`src/rtl/addsub_pipe.sv`:
```
// addsub_pipe: pipelined two's-complement adder/subtractor with a valid/ready stream.
// The operands are split into SLICE-bit lookahead slices, and one slice is resolved per stage.
// The slice carry is registered between stages. Operand bits not yet processed and sum
// bits already resolved travel through skew registers alongside each beat.
// Optional feature: define ADDSUB_PIPE_SAT_EN for signed saturation of the result.
module addsub_pipe #(
    parameter int WIDTH = 16,
    parameter int SLICE = 4
) (
    input  logic             clk,
    input  logic             rst_n,
    input  logic             in_valid,
    output logic             in_ready,
    input  logic [WIDTH-1:0] a,
    input  logic [WIDTH-1:0] b,
    input  logic             add_ctrl,
    output logic             out_valid,
    input  logic             out_ready,
    output logic [WIDTH-1:0] sum,
    output logic             c_out,
    output logic             ovf,
    output logic             zero,
    output logic             neg
);
    localparam int NSTG = WIDTH / SLICE;
    localparam int MSB  = WIDTH - 1;
    localparam int LW   = WIDTH - SLICE;

    // The skew registers are sized per stage, so the design needs at least two slices.
    if ((WIDTH % SLICE) != 0 || WIDTH < 8 || NSTG < 2) begin : g_param_chk
        $error("addsub_pipe: WIDTH must be a multiple of SLICE, at least 8, with two or more slices");
    end

    // Resolves one slice using generate/propagate lookahead. Returns {carry_out, sum}.
    function automatic logic [SLICE:0] cla_slice(input logic [SLICE-1:0] i_x,
                                                 input logic [SLICE-1:0] i_y,
                                                 input logic             i_c);
        logic [SLICE-1:0] l_g;
        logic [SLICE-1:0] l_p;
        logic [SLICE:0]   l_c;
        l_g    = i_x & i_y;
        l_p    = i_x ^ i_y;
        l_c    = '0;
        l_c[0] = i_c;
        for (int i = 0; i < SLICE; i++) begin
            l_c[i+1] = l_g[i] | (l_p[i] & l_c[i]);
        end
        return {l_c[SLICE], l_p ^ l_c[SLICE-1:0]};
    endfunction

    logic w_adv;
    logic r_out_v;

    // One global shift enable. A full pipe stalls as a whole, including its bubbles.
    assign w_adv    = ~r_out_v | out_ready;
    assign in_ready = w_adv;

    for (genvar k = 0; k < NSTG - 1; k++) begin : g_stg
        localparam int IW = WIDTH - k * SLICE;
        localparam int OW = IW - SLICE;
        localparam int SW = (k + 1) * SLICE;

        logic [IW-1:0]  w_pa;
        logic [IW-1:0]  w_pm;
        logic           w_pc;
        logic           w_pv;
        logic [SLICE:0] w_res;
        logic [SW-1:0]  w_snew;

        logic           r_v;
        logic           r_c;
        logic [OW-1:0]  r_a;
        logic [OW-1:0]  r_m;
        logic [SW-1:0]  r_s;

        if (k == 0) begin : g_src
            assign w_pa   = a;
            assign w_pm   = b ^ {WIDTH{~add_ctrl}};
            assign w_pc   = ~add_ctrl;
            assign w_pv   = in_valid;
            assign w_snew = w_res[SLICE-1:0];
        end else begin : g_src
            assign w_pa   = g_stg[k-1].r_a;
            assign w_pm   = g_stg[k-1].r_m;
            assign w_pc   = g_stg[k-1].r_c;
            assign w_pv   = g_stg[k-1].r_v;
            assign w_snew = {w_res[SLICE-1:0], g_stg[k-1].r_s};
        end

        assign w_res = cla_slice(w_pa[SLICE-1:0], w_pm[SLICE-1:0], w_pc);

        // Stage register. It shifts on the global enable and holds otherwise.
        always_ff @(posedge clk or negedge rst_n) begin
            if (!rst_n) begin
                r_v <= 1'b0;
                r_c <= 1'b0;
                r_a <= '0;
                r_m <= '0;
                r_s <= '0;
            end else if (w_adv) begin
                r_v <= w_pv;
                r_c <= w_res[SLICE];
                r_a <= w_pa[IW-1:SLICE];
                r_m <= w_pm[IW-1:SLICE];
                r_s <= w_snew;
            end
        end
    end

    logic [SLICE-1:0] w_fa;
    logic [SLICE-1:0] w_fm;
    logic             w_fc;
    logic             w_fv;
    logic [LW-1:0]    w_flo;
    logic [SLICE:0]   w_fres;
    logic [WIDTH-1:0] w_raw;
    logic [WIDTH-1:0] w_fsum;
    logic             w_fovf;

    assign w_fa   = g_stg[NSTG-2].r_a;
    assign w_fm   = g_stg[NSTG-2].r_m;
    assign w_fc   = g_stg[NSTG-2].r_c;
    assign w_fv   = g_stg[NSTG-2].r_v;
    assign w_flo  = g_stg[NSTG-2].r_s;
    assign w_fres = cla_slice(w_fa, w_fm, w_fc);
    assign w_raw  = {w_fres[SLICE-1:0], w_flo};

    // The top slice holds the MSBs of A and of the post-XOR B that are needed for signed overflow.
    assign w_fovf = (w_fa[SLICE-1] == w_fm[SLICE-1]) && (w_raw[MSB] != w_fa[SLICE-1]);

`ifdef ADDSUB_PIPE_SAT_EN
    // Clamp toward the sign of A on overflow. The carry is still the unsaturated one.
    always_comb begin
        w_fsum = w_raw;
        if (w_fovf) begin
            w_fsum = w_fa[SLICE-1] ? {1'b1, {(WIDTH-1){1'b0}}} : {1'b0, {(WIDTH-1){1'b1}}};
        end
    end
`else
    assign w_fsum = w_raw;
`endif

    logic [WIDTH-1:0] r_sum;
    logic             r_cout;
    logic             r_ovf;
    logic             r_zero;
    logic             r_neg;

    // Final stage: resolve the top slice and register the sum together with its flags.
    always_ff @(posedge clk or negedge rst_n) begin
        if (!rst_n) begin
            r_out_v <= 1'b0;
            r_sum   <= '0;
            r_cout  <= 1'b0;
            r_ovf   <= 1'b0;
            r_zero  <= 1'b0;
            r_neg   <= 1'b0;
        end else if (w_adv) begin
            r_out_v <= w_fv;
            r_sum   <= w_fsum;
            r_cout  <= w_fres[SLICE];
            r_ovf   <= w_fovf;
            r_zero  <= (w_fsum == '0);
            r_neg   <= w_fsum[MSB];
        end
    end

    assign out_valid = r_out_v;
    assign sum       = r_sum;
    assign c_out     = r_cout;
    assign ovf       = r_ovf;
    assign zero      = r_zero;
    assign neg       = r_neg;

endmodule

```
`config.mk`:
```
export PLATFORM = sky130hd
export DESIGN_NAME = addsub_pipe
export DESIGN_NICKNAME = d
export VERILOG_FILES = /design/src/rtl/addsub_pipe.sv
export SDC_FILE = /design/constraint.sdc
export NUM_CORES = 1
export LEC_CHECK = 0
export CAP_MARGIN = 25
export CORE_MARGIN = 5
export CORE_UTILIZATION = 40
export CTS_CLUSTER_DIAMETER = 80
export DETAILED_ROUTE_END_ITERATION = 8
export DONT_BUFFER_PORTS = 1
export GPL_ROUTABILITY_DRIVEN = 0
export GPL_TIMING_DRIVEN = 0
export SLEW_MARGIN = 20
export SYNTH_ARGS = -nofsm -noshare
export SYNTH_HDL_FRONTEND = slang
export SYNTH_SLANG_ARGS = --single-unit
```
`constraint.sdc`:
```
create_clock -name clk -period 5 [get_ports clk]
set_input_delay 0.25 -clock clk [delete_from_list [all_inputs] [get_ports clk]]
set_output_delay 0.25 -clock clk [all_outputs]
set_load 0.01 [all_outputs]
```
==> run metrics <==
worst slew pin tran ~0.48 ns; Final ANT Viol Nets 0; status complete, no violations; Leakage about 2.3 nW; share of layout cells above drive strength 1 0.283; vias between 2k and 2.5k; Yosys warnings 0; grt ovf 0; flip-flop and latch count after synthesis between 90 and 100; Die Ht around 120 um; WL/cell around 17 um; RSZ-0062 raised after global routing no; Starting Density 0.412; net count after synthesis 369; Max Freq roughly 400 MHz; initial drt markers between 80 and 90; Setup crit start kind flop; vias per inst 4.80; Final TNS setup 0 ns; IO buf count 0; maximum clock path buffer count 2; Cell Area, Synth 4480 sq um; number of global-route vias before repair about 2.5k; compound-gate portion of the synthesized area 0.0430; row cnt 38; Yosys cell types 24; register area share after synthesis 0.547; area growth from synthesis to layout 9.80%; VDD IR-drop max around 0.00027 V; Crit Path Class reg2reg; Layout Nets roughly 380; TritonCTS Buffers 9; syn avg cell area approximately 14 sq um; Die W between 100 and 150 um; ant diodes 0; dpl hpwl about 5800 um; Worst-Skew Late Latency 0.36 ns; postcts setup bufs 0; adder-cell area share of the yosys netlist 0.0698; pwr/cell area about 640 nW/um^2; Post-Route Utilization 0.452; CTS tree done; Die ar. ~13000 sq um; Final Max Slew Viols 0; GRT met1 Usage 0.178; core box area 10900 sq um; CTS H-tree lvls 3; post-layout minimum cycle time roughly 2.5 ns; Synth Area in XOR/XNOR 0.0332; drt pass-1 iters 4; WL final between 7000 and 8000 um; Hold Path Class in2reg; DR DRC count 0; fin crit share 0.500; mux contribution to synthesized area 0.203; CTS clk-pin slew, worst paths ~0.10 ns; GR Util met2 0.191; # clock sinks slightly below 100; All-Layer GR Usage 0.128; MaxCap Viol Count 0; crit end category flop; Worst Skew 0.00804 ns; # IOs 59; first-pass GRT wire length about 13000 um; Slew HR 0.683; combinational family with the most area after synthesis multiplexers; Post-Synthesis Cells between 300 and 400; WP data arrival approximately 2.8 ns; Fin. Hold Viols 0; simple-gate share of the synthesized area 0.0424; met3 GRT Util 0.0397; initial antenna violation count 0; largest net degree at the start of global routing between 90 and 100; GRT busiest layer met2; R2R setup slack about 2.5 ns; CTS root buf clkbuf_8; Critical Path RT 5.31 ns; number of setup violations in the final report 0; critical path fanouts, max 3
[power breakdown]
group / leakage, nW / total, mW / internal [mW] / switching (mW)
Combinational: 1.11 / 1.18 / 0.703 / 0.477
Clock: 0.0988 / 0.528 / 0.240 / 0.288
Sequential: 1.13 / 1.44 / 1.15 / 0.288
Total: 2.34 / 3.14 / 2.09 / 1.05
[worst max-delay path, cell delays in order, from the launching register on]
cell and delay [ns]:
dfrtp_1 0.37, inv_1 0.10, fa_1 0.19, inv_1 0.07, fa_1 0.38, fa_1 0.37, inv_1 0.07, fa_1 0.45
xor2_1 0.16, o21ai_0 0.15, o21a_1 0.14
[cell families (layout without fill, tap and decap cells)]
family / Yosys count / after routing
flip-flops: 98 / 98
adder cells (fa/ha/maj): 16 / 16
multiplexers: 61 / 61
buffers and inverters: 43 / 63
XOR/XNOR: 17 / 17
AND/OR/NAND/NOR: 43 / 43
AO/OA/AOI/OAI: 38 / 38
[final timing paths]
check                                 from               to  cells past startpoint
max                        g_stg[2].r_a[0]              ovf                     10
min                                   a[8]  g_stg[0].r_a[4]                      1
max reg2reg                g_stg[2].r_a[0]              ovf                     10
min reg2reg                g_stg[0].r_m[7]  g_stg[1].r_m[3]                      2
max in group asynchronous            rst_n  g_stg[2].r_m[1]                      2
min in group asynchronous            rst_n  g_stg[1].r_s[6]                      2
[flip-flops by register name, indices dropped and copies added, names as in the netlist]
name       cells
c_out          1
g_stg.r_v      3
g_stg.r_c      3
zero           1
sum           16
g_stg.r_m     24
g_stg.r_a     24
out_valid      1
g_stg.r_s     24
ovf            1
[Yosys cell counts (all sizes together)]
| master | instances | area, sq um |
|---|---|---|
| nand2b | 2 | 20.0 |
| dfrtp | 98 | 2450 |
| a21oi | 23 | 115 |
| nand4 | 1 | 6.26 |
| xor2 | 13 | 114 |
| fa | 15 | 300 |
| o21a | 1 | 7.51 |
| nor4bb | 1 | 10.0 |
| buf | 17 | 175 |
| nor4 | 3 | 18.8 |
| o21ai | 14 | 70.1 |
| ha | 1 | 12.5 |
| nand2 | 13 | 48.8 |
| nor2 | 23 | 86.3 |
| xnor2 | 4 | 35.0 |
| clkbuf | 1 | 3.75 |
| inv | 25 | 93.8 |
| mux2 | 60 | 901 |
| mux2i | 1 | 10.0 |
[cell usage in the layout (no fill, tap or decap)]
master	netlist	layout
mux2_4	60	60
clkbuf_8	0	9
buf_4	2	2
nor2_1	23	23
nor4_1	3	3
dlygate4sd3_1	0	3
clkbuf_1	1	1
o21ai_0	8	8
bufinv_16	0	1
buf_6	12	12
o21ai_1	6	6
dfrtp_1	98	98
fa_1	15	15
buf_16	0	1
inv_6	0	3
buf_8	1	1
nand2b_1	1	1
buf_2	2	2
nor4bb_1	1	1
nand2_1	13	13
mux2i_1	1	1
xor2_1	13	13
ha_1	1	1
nand2b_4	1	1
nand4_1	1	1
xnor2_1	4	4
inv_8	0	1
clkinvlp_4	0	2
a21oi_1	23	23
o21a_1	1	1
inv_1	25	25
[metrics by stage]
stage	instances	power (mW)	setup slack, ns	instance area, sq um	hold WS [ns]
2_1_floorplan	316	2.33	2.63	4480	-0.0456
6_report	476	3.14	2.50	4920	0.0257
3_5_place_dp	456	2.63	2.46	4660	-0.0416
4_1_cts	475	3.18	2.50	4910	0.000435
5_1_grt	476	3.38	2.35	4920	0.000131
3_3_place_gp	456	2.59	2.52	4660	-0.0425
[repair_timing]
item	in CTS	in global routing
endpoints found under the setup margin	0	0
hold buffers	3	1
hold endpoints to repair	99	1
gates resized for setup	0	0
[routing by layer]
| metal | up-vias | part of all wire |
|---|---|---|
| met5 | - | 0 |
| met4 | 0 | 0.015 |
| met3 | 10 | 0.060 |
| met2 | 60 | 0.46 |
| met1 | 1144 | 0.47 |
| li1 | 1071 | - |
[area by class of cell]
cell class	instances	area, sq um
multi-input cells	175	1760
inverters	25	93.8
flip-flops and latches	98	2450
repair buffers	4	57.6
well taps	140	175
fillers	954	5970
clock inverters	7	82.6
plain buffers	18	179
clock buffers	9	124
No activity file was read; power rests on OpenSTA's default activity.
